### src/rtl/bootram_bus_bridge_if.sv
// PicoRV32 native memory bus as seen by the boot RAM bridge.
// The CPU side drives requests; the bridge returns ready and read data.
interface bootram_bus_bridge_if;
    logic        mem_valid;
    logic        mem_ready;
    logic [31:0] mem_addr;
    logic [31:0] mem_wdata;
    logic [3:0]  mem_wstrb;
    logic [31:0] mem_rdata;

    modport master (
        output mem_valid, mem_addr, mem_wdata, mem_wstrb,
        input  mem_ready, mem_rdata
    );

    modport slave (
        input  mem_valid, mem_addr, mem_wdata, mem_wstrb,
        output mem_ready, mem_rdata
    );
endinterface

### src/rtl/bootram_bus_bridge.sv
// Turns 32-bit PicoRV32 word accesses into four byte-serial cycles on the
// 8-bit single-port boot RAM, little-endian, with all RAM-side outputs registered.
module bootram_bus_bridge #(
    parameter int RAM_AW = 11
) (
    input  logic              clk,
    input  logic              reset,
    bootram_bus_bridge_if.slave bus,
    output logic              ram_ce,
    output logic              ram_oce,
    output logic              ram_reset,
    output logic              ram_wre,
    output logic [RAM_AW-1:0] ram_ad,
    output logic [7:0]        ram_din,
    input  logic [7:0]        ram_dout
);
    localparam int IW = RAM_AW - 2;

    typedef enum logic [2:0] {IDLE, WR, RD, RDLAST, DONE} state_t;

    state_t      state, state_n;
    logic [1:0]  k, k_n;
    logic [IW-1:0] idx;
    logic [31:0] wdata_q;
    logic [3:0]  wstrb_q;
    logic [23:0] shadow;
    logic [31:0] rdata_q;
    logic        ready_q;

    logic              accept;
    logic              ce_n, wre_n, ready_n;
    logic [RAM_AW-1:0] ad_n;
    logic [7:0]        din_n;

    // Word-aligned and aliased: only the word-index bits of the address matter.
    logic unused_addr_bits;
    assign unused_addr_bits = ^{bus.mem_addr[31:RAM_AW], bus.mem_addr[1:0]};

    assign ram_oce       = 1'b1;
    assign ram_reset     = reset;
    assign bus.mem_ready = ready_q;
    assign bus.mem_rdata = rdata_q;

    // Next state plus the next value of every registered RAM-side output,
    // so each byte cycle presents its address/data exactly in its own cycle.
    always_comb begin
        state_n = state;
        k_n     = k;
        accept  = 1'b0;
        ce_n    = 1'b0;
        wre_n   = 1'b0;
        ready_n = 1'b0;
        ad_n    = ram_ad;
        din_n   = ram_din;
        case (state)
            IDLE: begin
                if (bus.mem_valid && !ready_q) begin
                    accept = 1'b1;
                    k_n    = 2'd0;
                    ad_n   = {bus.mem_addr[RAM_AW-1:2], 2'b00};
                    if (|bus.mem_wstrb) begin
                        state_n = WR;
                        din_n   = bus.mem_wdata[7:0];
                        ce_n    = bus.mem_wstrb[0];
                        wre_n   = bus.mem_wstrb[0];
                    end else begin
                        state_n = RD;
                        ce_n    = 1'b1;
                    end
                end
            end
            WR: begin
                if (k == 2'd3) begin
                    state_n = DONE;
                    ready_n = 1'b1;
                end else begin
                    k_n   = k + 2'd1;
                    ad_n  = {idx, k_n};
                    din_n = wdata_q[{k_n, 3'b000} +: 8];
                    ce_n  = wstrb_q[k_n];
                    wre_n = wstrb_q[k_n];
                end
            end
            RD: begin
                if (k == 2'd3) begin
                    state_n = RDLAST;
                end else begin
                    k_n  = k + 2'd1;
                    ad_n = {idx, k_n};
                    ce_n = 1'b1;
                end
            end
            RDLAST: begin
                state_n = DONE;
                ready_n = 1'b1;
            end
            DONE: begin
                state_n = IDLE;
                k_n     = 2'd0;
            end
            default: state_n = IDLE;
        endcase
    end

    always_ff @(posedge clk or posedge reset) begin
        if (reset) begin
            state <= IDLE;
            k     <= 2'd0;
        end else begin
            state <= state_n;
            k     <= k_n;
        end
    end

    // Read bytes arrive one cycle after their address, hence the k-1 capture slot.
    always_ff @(posedge clk or posedge reset) begin
        if (reset) begin
            idx     <= '0;
            wdata_q <= '0;
            wstrb_q <= '0;
            shadow  <= '0;
            rdata_q <= '0;
            ready_q <= 1'b0;
            ram_ce  <= 1'b0;
            ram_wre <= 1'b0;
            ram_ad  <= '0;
            ram_din <= '0;
        end else begin
            if (accept) begin
                idx     <= bus.mem_addr[RAM_AW-1:2];
                wdata_q <= bus.mem_wdata;
                wstrb_q <= bus.mem_wstrb;
            end
            if (state == RD && k != 2'd0)
                shadow[{k - 2'd1, 3'b000} +: 8] <= ram_dout;
            if (state == RDLAST)
                rdata_q <= {ram_dout, shadow};
            ready_q <= ready_n;
            ram_ce  <= ce_n;
            ram_wre <= wre_n;
            ram_ad  <= ad_n;
            ram_din <= din_n;
        end
    end
endmodule

### src/flat_wrapper.sv
// flat-port wrapper written by rule: the top's interface ports become plain ports
module bootram_bus_bridge_flat 
#(
    parameter int RAM_AW = 11
)
  (clk, reset, ram_ce, ram_oce, ram_reset, ram_wre, ram_ad, ram_din, ram_dout, bus_mem_valid, bus_mem_addr, bus_mem_wdata, bus_mem_wstrb, bus_mem_ready, bus_mem_rdata);
  bootram_bus_bridge_if bus_i ();
  input  logic clk;
  input  logic reset;
  output logic ram_ce;
  output logic ram_oce;
  output logic ram_reset;
  output logic ram_wre;
  output logic [RAM_AW-1:0] ram_ad;
  output logic [7:0] ram_din;
  input  logic [7:0] ram_dout;
  input wire logic [$bits(bus_i.mem_valid)-1:0] bus_mem_valid;
  input wire logic [$bits(bus_i.mem_addr)-1:0] bus_mem_addr;
  input wire logic [$bits(bus_i.mem_wdata)-1:0] bus_mem_wdata;
  input wire logic [$bits(bus_i.mem_wstrb)-1:0] bus_mem_wstrb;
  output wire logic [$bits(bus_i.mem_ready)-1:0] bus_mem_ready;
  output wire logic [$bits(bus_i.mem_rdata)-1:0] bus_mem_rdata;
  assign bus_i.mem_valid = bus_mem_valid;
  assign bus_i.mem_addr = bus_mem_addr;
  assign bus_i.mem_wdata = bus_mem_wdata;
  assign bus_i.mem_wstrb = bus_mem_wstrb;
  assign bus_mem_ready = bus_i.mem_ready;
  assign bus_mem_rdata = bus_i.mem_rdata;
  bootram_bus_bridge #(.RAM_AW(RAM_AW)) u_core (.clk(clk), .reset(reset), .bus(bus_i), .ram_ce(ram_ce), .ram_oce(ram_oce), .ram_reset(ram_reset), .ram_wre(ram_wre), .ram_ad(ram_ad), .ram_din(ram_din), .ram_dout(ram_dout));
endmodule
### config.mk
export PLATFORM = sky130hd
export DESIGN_NAME = bootram_bus_bridge_flat
export DESIGN_NICKNAME = d
export VERILOG_FILES = /design/src/rtl/bootram_bus_bridge_if.sv /design/src/rtl/bootram_bus_bridge.sv /design/src/flat_wrapper.sv
export SDC_FILE = /design/constraint.sdc
export NUM_CORES = 1
export LEC_CHECK = 0
export CELL_PAD_IN_SITES_DETAIL_PLACEMENT = 0
export CELL_PAD_IN_SITES_GLOBAL_PLACEMENT = 1
export CORE_MARGIN = 2
export CORE_UTILIZATION = 40
export CTS_CLUSTER_DIAMETER = 80
export DETAILED_ROUTE_END_ITERATION = 6
export GPL_TIMING_DRIVEN = 1
export MAX_ROUTING_LAYER = met4
export PLACE_DENSITY_LB_ADDON = 0.1
export SLEW_MARGIN = 20
export SYNTH_ARGS = -nofsm -noshare
export SYNTH_HDL_FRONTEND = slang
export SYNTH_SLANG_ARGS = --single-unit
### constraint.sdc
create_clock -name clk -period 7.6 [get_ports clk]
set_input_delay 1.52 -clock clk [delete_from_list [all_inputs] [get_ports clk]]
set_output_delay 1.52 -clock clk [all_outputs]
set_load 0.01 [all_outputs]
# Word level (Yosys, flattened, before mapping)
# Cells that the tools add are included.
[word_totals] elab_cells=74 inputBits=79 out_inout_bits=56 register_bits=128
[classes] reduce_logical=14 shift=3 mux=30 add_sub_neg=3 eq_ne=11 order_cmp=1
[op_table] operator="32-bit by 6-bit indexed part select with 8-bit output" count=1
[op_table] operator="24-bit bitwise mux" count=1
[op_table] operator="8-bit 2-to-1 mux" count=3
[op_table] operator="8-bit by 7-bit variable shift with 24-bit output (first input constant)" count=1
[op_table] operator="8-bit by 7-bit indexed part select with 24-bit output" count=1
[op_table] operator="11-bit 2-to-1 mux" count=2
[op_table] operator="11-bit case mux with 2 select lines" count=1
[op_table] operator="8-bit case mux with 2 select lines" count=1
[op_table] operator="3-bit case mux with 4 select lines" count=1
[op_table] operator="1-bit 2-to-1 mux" count=10
[op_table] operator="3-bit 2-to-1 mux" count=3
[op_table] operator="3-bit AND reduction" count=3
[op_table] operator="2-bit by 1-bit inequality test with 1-bit output (second input constant)" count=4
[op_table] operator="5-bit negation with 7-bit output" count=1
[op_table] operator="3-bit by 2-bit == test with 1-bit output (second input constant)" count=2
[op_table] operator="2-bit 2-to-1 mux" count=3
[op_table] operator="2-bit case mux with 3 select lines" count=1
[op_table] operator="2-bit nonzero test" count=3
[op_table] operator="2-bit inequality test (second input constant)" count=2
[op_table] operator="1-bit case mux with 2 select lines" count=2
[op_table] operator="4-bit AND reduction" count=1
[op_table] operator="4-bit OR reduction" count=1
[op_table] operator="3-bit by 1-bit == test with 1-bit output (second input constant)" count=1
[op_table] operator="3-bit == test (second input constant)" count=1
[op_table] operator="other kinds (11)" count=12

# Longest topological paths before layout
# Gate-level depths: netlist of run 1.
[logic_depth] word_depth=5 depth_mapped=7 mapped_depth_nobuf=6

# Worst setup path after synthesis of run 1
# OpenSTA, ideal clock, no wires.
[synth_timing] path_kind="input to output" from="input port reset" to="output port ram_reset" path_stages=1 path_slack_ps=4441 arrival_ps=1639 path_buffers=1 t_required_ps=6080 cell_sequence="buf_4"
[synth_rtl] item="start: declaration" line="flat_wrapper.sv:9" text="input logic reset;"
[synth_rtl] item="end: declaration" line="flat_wrapper.sv:12" text="output logic ram_reset;"
# No word-level cell between the ends.

# Worst setup path after layout of run 1
[layout_timing] from="input port reset" to="output port ram_reset"
# No word-level cell between the ends.

==> impl_results.md, run 1 <==
- Fraction of layout cells with a size suffix above 1: 24.2%
- Slew Limit Headroom: 32.4%
- Final Net Count: 621
- Initial antenna violation count: 0
- DR pass1 iterations: 4
- CP peak stage delay: 0.55 ns
- Avg WL per Cell: 15.8 um
- CTS root buffer: clkbuf_16
- Setup_tns: 0 ns
- DRT antenna net count: 0
- Worst-path maximum fanout: 2
- Run status: completed
- I/O pin cnt: 135
- Worst VDD drop: 0.187 mV
- Synth-to-Final Area Change: 33.6%
- Core area: 0.0133 mm^2
- Post-layout minimum cycle time: 4.12 ns
- Synth warn: 0
- #FFs+latches synth: 128
- Crit path launch: reset
- Met3 usage: 5.33%
- Most common cell after layout, fill and taps aside: dfrtp_1
- Vias: 3615
- First-pass GRT wire length: 19000 um
- Placer's final routability congestion estimate: 0.735
- Final core utilization: 54.7%
- Post-CTS Hold Buffers: 0
- DR iter-0 viols: 181
- DRC violations left: 0
- Worst path slowest cell: clkdlybuf4s50_1
- FP Rows: 42
- Die area: 0.0146 mm^2
- Most Frequent Cell on Critical Path: clkdlybuf4s50_1
- Final cell count without fillers: 725
- Cells along the critical path: clkdlybuf4s50_1, clkdlybuf4s50_1
- CP startpoint kind: input pin
- Least-Margin Pin Slew: 1.01 ns
- RSZ-0062 raised after global routing: false
- Maximum achievable frequency: 243 MHz
- Tightest Hold Check Type: flip-flop to flip-flop
- Arrival time worst endpoint: 2.60 ns
- All-Layer GR Usage: 17.7%
- Final setup fails: 0
- Overflow left after global routing: 0
- Routed WL: 11400 um
- Most frequent cells in the layout: 128 x dfrtp_1, 110 x clkdlybuf4s50_1, 93 x mux2_2, 61 x nand2_1, 38 x o21ai_0
- Period Utilization, post-route: 54.2%
- Worst Path Buf+Inv: 2
- Post-synthesis cell type count: 35
- Final Slew Violations: 0
- Clock latency at the later pin of the worst-skew pair: 0.41 ns
- Crit Path Class: input pin to output port
- GR peak layer: met2
- Mapped Area: 0.00545 mm^2
- Fin. Hold Viols: 0
- GR Util met1: 22.1%
- Vias per cell: 4.99
- Cells after Synth: 428
- Clock-pin slew on the worst setup and hold paths: 0.05 ns
- Leakage dissipation: 3.17 nW
- CTS Buf Count: 17
- Htree depth: 4
- Die W: 121 um
- Die H: 121 um
- Dpl hpwl: 7630 um
- Initial Utilization: 41.0%
- Reg2Reg Launch Point: u_core.k[0]
- Part of the Yosys area used for sequential elements: 58.8%
- CTS max path bufs: 2
- Min-Delay Startpoint: u_core.shadow[22]
- Vias in the first global route: 3690
- Met2 Resource Use GR: 27.3%
- Req. time, crit path: 6.08 ns
- Mapped Nets: 513
- Post-CTS sizing: 0
- Port bufs: 110
- Worst Skew: 0.00420 ns
- Critical path endpoint category: output port
- Clock sink count: 128
- Pwr dens: 444 mW/mm^2
- Post-CTS Setup Inserts: 0
- Max-Cap Viols: 0
- Critical path's top delay family: buffers and inverters
- Dpl cells: 693
- Antenna cells: 0
- CTS tree: built
- Largest net degree at the start of global routing: 73
- Syn Area/Cell: 12.7 um^2
[cells in the mapped netlist (all sizes together)]
| master | n | share of area (%) |
|---|---|---|
| a2111oi | 1 | 0.16 |
| a211oi | 2 | 0.28 |
| a21oi | 1 | 0.092 |
| a221o | 8 | 1.5 |
| a22o | 3 | 0.48 |
| a31oi | 1 | 0.11 |
| and3 | 1 | 0.11 |
| buf | 14 | 1.7 |
| clkbuf | 11 | 0.78 |
| conb | 1 | 0.069 |
| dfrtp | 128 | 59 |
| ha | 6 | 1.4 |
| inv | 7 | 0.48 |
| mux2 | 93 | 19 |
| mux2i | 17 | 3.1 |
| mux4 | 1 | 0.41 |
| nand2 | 62 | 4.3 |
| nand2b | 3 | 0.34 |
| nand3 | 1 | 0.092 |
| nand4 | 1 | 0.11 |
| nor2 | 5 | 0.34 |
| nor2b | 2 | 0.23 |
| nor3 | 12 | 1.1 |
| nor3b | 2 | 0.28 |
| nor4 | 1 | 0.11 |
| nor4b | 1 | 0.16 |
| o211ai | 1 | 0.14 |
| o21ai | 39 | 3.7 |
| o311ai | 2 | 0.32 |
| or3b | 1 | 0.16 |
[flip-flops by register name, indices dropped and copies added (netlist names)]
name                  cells
u_core.idx                9
u_core.ram_ad            11
u_core.state              3
u_core.ram_din            8
u_core.bus.mem_ready      1
u_core.bus.mem_rdata     32
u_core.wstrb_q            4
u_core.k                  2
u_core.wdata_q           32
u_core.ram_ce             1
u_core.ram_wre            1
u_core.shadow            24
[worst paths after layout]
check | to | slack (ns) | depth (start not counted)
max in group asynchronous | u_core.wdata_q[31] | 4.64 | 3
min in group asynchronous | u_core.bus.mem_rdata[30] | 1.59 | 2
hold / removal | u_core.shadow[22] | 0.47 | 2
setup reg to reg | u_core.shadow[10] | 4.34 | 5
hold reg to reg | u_core.shadow[22] | 0.47 | 2
setup / recovery | ram_reset | 3.48 | 2
[through the flow]
stage / worst slack (ns) / instance area [um^2] / power (mW) / hold WS [ns]
finish: 3.48 / 7280 / 3.23 / 0.473
global route: 3.47 / 7280 / 3.46 / 0.508
CTS: 3.47 / 7270 / 3.28 / 0.479
detailed placement: 3.48 / 6680 / 2.45 / 0.466
global placement: 3.48 / 6680 / 2.41 / 0.458
floorplan: 2.67 / 5450 / 1.96 / 0.445
[tightest hold or removal path, delay by kind of cell (launching register included)]
family          cells  cell delay, ns
simple gates        1            0.04
flops               1            0.33
compound gates      1            0.06
[per-layer routing]
metal | share of wire [%] | wire length, um
met5 | 0 | 0
met4 | 1.6 | 187
met3 | 5.1 | 580
met2 | 48 | 5480
met1 | 45 | 5200
[layout make-up]
class / instances / area, um^2
Tap cell: 176 / 220
Fill cell: 1162 / 6020
Multi-Input combinational cell: 268 / 2100
Clock inverter: 12 / 140
Inverter: 7 / 28.8
Sequential cell: 128 / 3200
Timing Repair Buffer: 114 / 1130
Clock buffer: 20 / 457
[where the power goes]
part | total [mW] | switching, mW | internal, mW
registers | 1.16 | 0.173 | 0.985
clock network | 0.815 | 0.287 | 0.528
logic | 1.26 | 0.534 | 0.724
[cells by family (layout without fill, tap and decap cells)]
| logic type | count (synthesis) | count (layout) | synth area share [%] |
|---|---|---|---|
| compound gates | 58 | 58 | 6.71 |
| fa+ha+maj | 6 | 6 | 1.38 |
| buf+inv | 32 | 153 | 2.94 |
| flops | 128 | 128 | 58.8 |
| mux | 111 | 111 | 22.8 |
| other cells | 1 | 1 | 0.0689 |
| simple gates | 92 | 92 | 7.33 |
Power figures use the tool's default switching activity.
==> run 2: changes to the inputs <==
Settings changed: CORE_UTILIZATION 40 to 35.
Clock period 7.6 ns to 3.4 ns, I/O delays scaled along.
==> impl_results.md, run 2 (synthesis results as in run 1) <==
- Run status: completed
- Req. time, crit path: 2.72 ns (-3.36 ns)
- Overflow left after global routing: 0 (unchanged)
- DRT met1 WL: 5230 um (+0.65%)
- Hold depth: 2 (unchanged)
- Dpl hpwl: 8200 um (+7.5%)
- Routed WL: 11700 um (+2.5%)
- Post-layout minimum cycle time: 2.43 ns
- Avg WL per Cell: 15.8 um (about the same)
- DR iter-0 viols: 157 (-13%)
- Worst path slowest cell: clkdlybuf4s50_1
- Clock-pin slew on the worst setup and hold paths: 0.06 ns (about the same)
- Slew Limit Headroom: 36.5% (+4.1 points)
- Cells along the critical path: clkdlybuf4s50_1, clkdlybuf4s50_1
- Post-CTS sizing: 0 (unchanged)
- Final setup fails: 0 (unchanged)
- Least-Margin Pin Slew: 0.944 ns (-0.0672 ns)
- CP peak stage delay: 0.55 ns (about the same)
- Post-CTS Setup Inserts: 0 (unchanged)
- Htree depth: 4 (unchanged)
- Largest net degree at the start of global routing: 54 (-26%)
- Antenna cells: 0 (unchanged)
- Tightest Hold Check Type: flip-flop to flip-flop
- Design Area, Final: 0.00736 mm^2 (+1.1%)
- Stages on the worst setup path: 2 (unchanged)
- Placer's final routability congestion estimate: 0.807 (+9.8%)
- Setup_tns: 0 ns (unchanged)
- Most frequent cells in the layout: 128 x dfrtp_1, 110 x clkdlybuf4s50_1, 93 x mux2_2, 61 x nand2_1, 38 x o21ai_0
- Synth-to-Final Area Change: 35.1%
- FP Rows: 45 (+7.1%)
- Max-Cap Viols: 0 (unchanged)
- Post-CTS Hold Buffers: 0 (unchanged)
- Most common cell after layout, fill and taps aside: dfrtp_1
- Worst Path Buf+Inv: 2 (unchanged)
- First-pass GRT wire length: 18800 um (-1.0%)
- Dpl cells: 711 (+2.6%)
- RSZ-0062 raised after global routing: false
- Critical path endpoint category: output port
- Final Slew Violations: 0 (unchanged)
- Period Utilization, post-route: 71.6%
- CTS Buf Count: 17 (unchanged)
- Met3 WL post-DR: 695 um (+20%)
- Most Frequent Cell on Critical Path: clkdlybuf4s50_1
- Vias per cell: 4.84 (-3.0%)
- R2r worst-path depth: 6 (+1)
- CTS tree: built
- Die H: 129 um (+6.7%)
- CP startpoint kind: input pin
- Fin. Hold Viols: 0 (unchanged)
- Crit Path Class: input pin to output port
- Final Net Count: 627 (+0.97%)
- All-Layer GR Usage: 15.7% (-2.1 points)
- CTS max path bufs: 2 (unchanged)
- I/O pin cnt: 135 (unchanged)
- Maximum achievable frequency: 411 MHz
- Core area: 0.0152 mm^2 (+14%)
- Max layer used: met4
- Die area: 0.0166 mm^2 (+14%)
- Clock latency at the later pin of the worst-skew pair: 0.41 ns (about the same)
- Fraction of layout cells with a size suffix above 1: 25.0% (+0.82 points)
- Final hold slack: 0.472 ns (-0.000298 ns)
- Vias in the first global route: 3589 (-2.7%)
- DRT antenna net count: 0 (unchanged)
- Initial antenna violation count: 0 (unchanged)
- Vias: 3593 (-0.61%)
- Pwr dens: 977 mW/mm^2 (+120%)
- Final cell count without fillers: 743 (+2.5%)
- Critical path's top delay family: buffers and inverters
- Met2 WL: 5590 um (+2.1%)
- Arrival time worst endpoint: 1.75 ns (-0.85 ns)
- Placement Cell Area: 0.00679 mm^2 (+1.7%)
- Die W: 129 um (+6.7%)
- Port bufs: 110 (unchanged)
- CTS root buffer: clkbuf_16
- Worst Skew: 0.00884 ns (+0.00465 ns)
- DR pass1 iterations: 4 (unchanged)
- Clock sink count: 128 (unchanged)
- Initial Utilization: 35.8% (-5.1 points)
- Leakage dissipation: 3.20 nW (+1.0%)
- DRC violations left: 0 (unchanged)
- Worst-path maximum fanout: 2 (unchanged)
- Worst VDD drop: 0.487 mV (+160%)
[run 2: cell types whose count changed in the layout (fill, tap and decap cells not counted)]
cell       before  now
nand2_4         1    0
nand2_2         0    1
buf_12          0    4
inv_4           1    0
bufinv_16       3    2
clkinv_4        0    1
buf_4           4    6
clkinv_2        7    8
[run 2: layer usage]
layer | global-route usage [%] | vias up
met5 | - | -
met1 | 18.9 | 1746
li1 | - | 1737
met2 | 24.0 | 94
met3 | 5.61 | 16
met4 | 6.46 | 0
[run 2: final cells by class]
cell class                      count  area (um^2)
Clock buffer                       20          457
Sequential cell                   128         3200
Timing Repair Buffer              120         1230
Multi-Input combinational cell    268         2090
Tap cell                          188          235
Inverter                            7         30.0
Clock inverter                     12          116
Fill cell                        1381         7840
[run 2: path summary, 6_finish.rpt]
| kind | from | to | slack (ns) |
|---|---|---|---|
| setup / recovery | reset | ram_reset | 0.97 |
| hold / removal | u_core.shadow[18] | u_core.shadow[18] | 0.47 |
| setup reg to reg | u_core.k[1] | u_core.ram_din[3] | 1.01 |
| hold reg to reg | u_core.shadow[18] | u_core.shadow[18] | 0.47 |
| max in group asynchronous | reset | u_core.bus.mem_rdata[15] | 2.11 |
| min in group asynchronous | reset | u_core.k[0] | 0.60 |
[run 2: metrics by stage]
stage / util, % / worst slack, ns / total power [mW]
6_report: 48.4 / 0.965 / 7.19
3_5_place_dp: 44.7 / 0.731 / 5.54
5_1_grt: 48.4 / 0.838 / 7.70
3_3_place_gp: 44.7 / 0.716 / 5.45
4_1_cts: 48.4 / 0.964 / 7.32
2_1_floorplan: - / 1.08 / 4.39
[run 2: worst reg2reg max path: cells and delay by family (launching register included)]
kind	cells	cell delay (ns)
AOI/OAI and AO/OA	1	0.32
DFF	1	0.42
adders and majority gates	1	0.46
muxes	2	0.63
buffers and inverters	2	0.44
[run 2: where the power goes]
part	internal, mW	leakage (nW)	switching (mW)	total, mW
combinational	1.65	1.44	1.23	2.88
clock	1.11	0.289	0.636	1.74
sequential	2.20	1.47	0.361	2.57
total	4.96	3.20	2.23	7.19
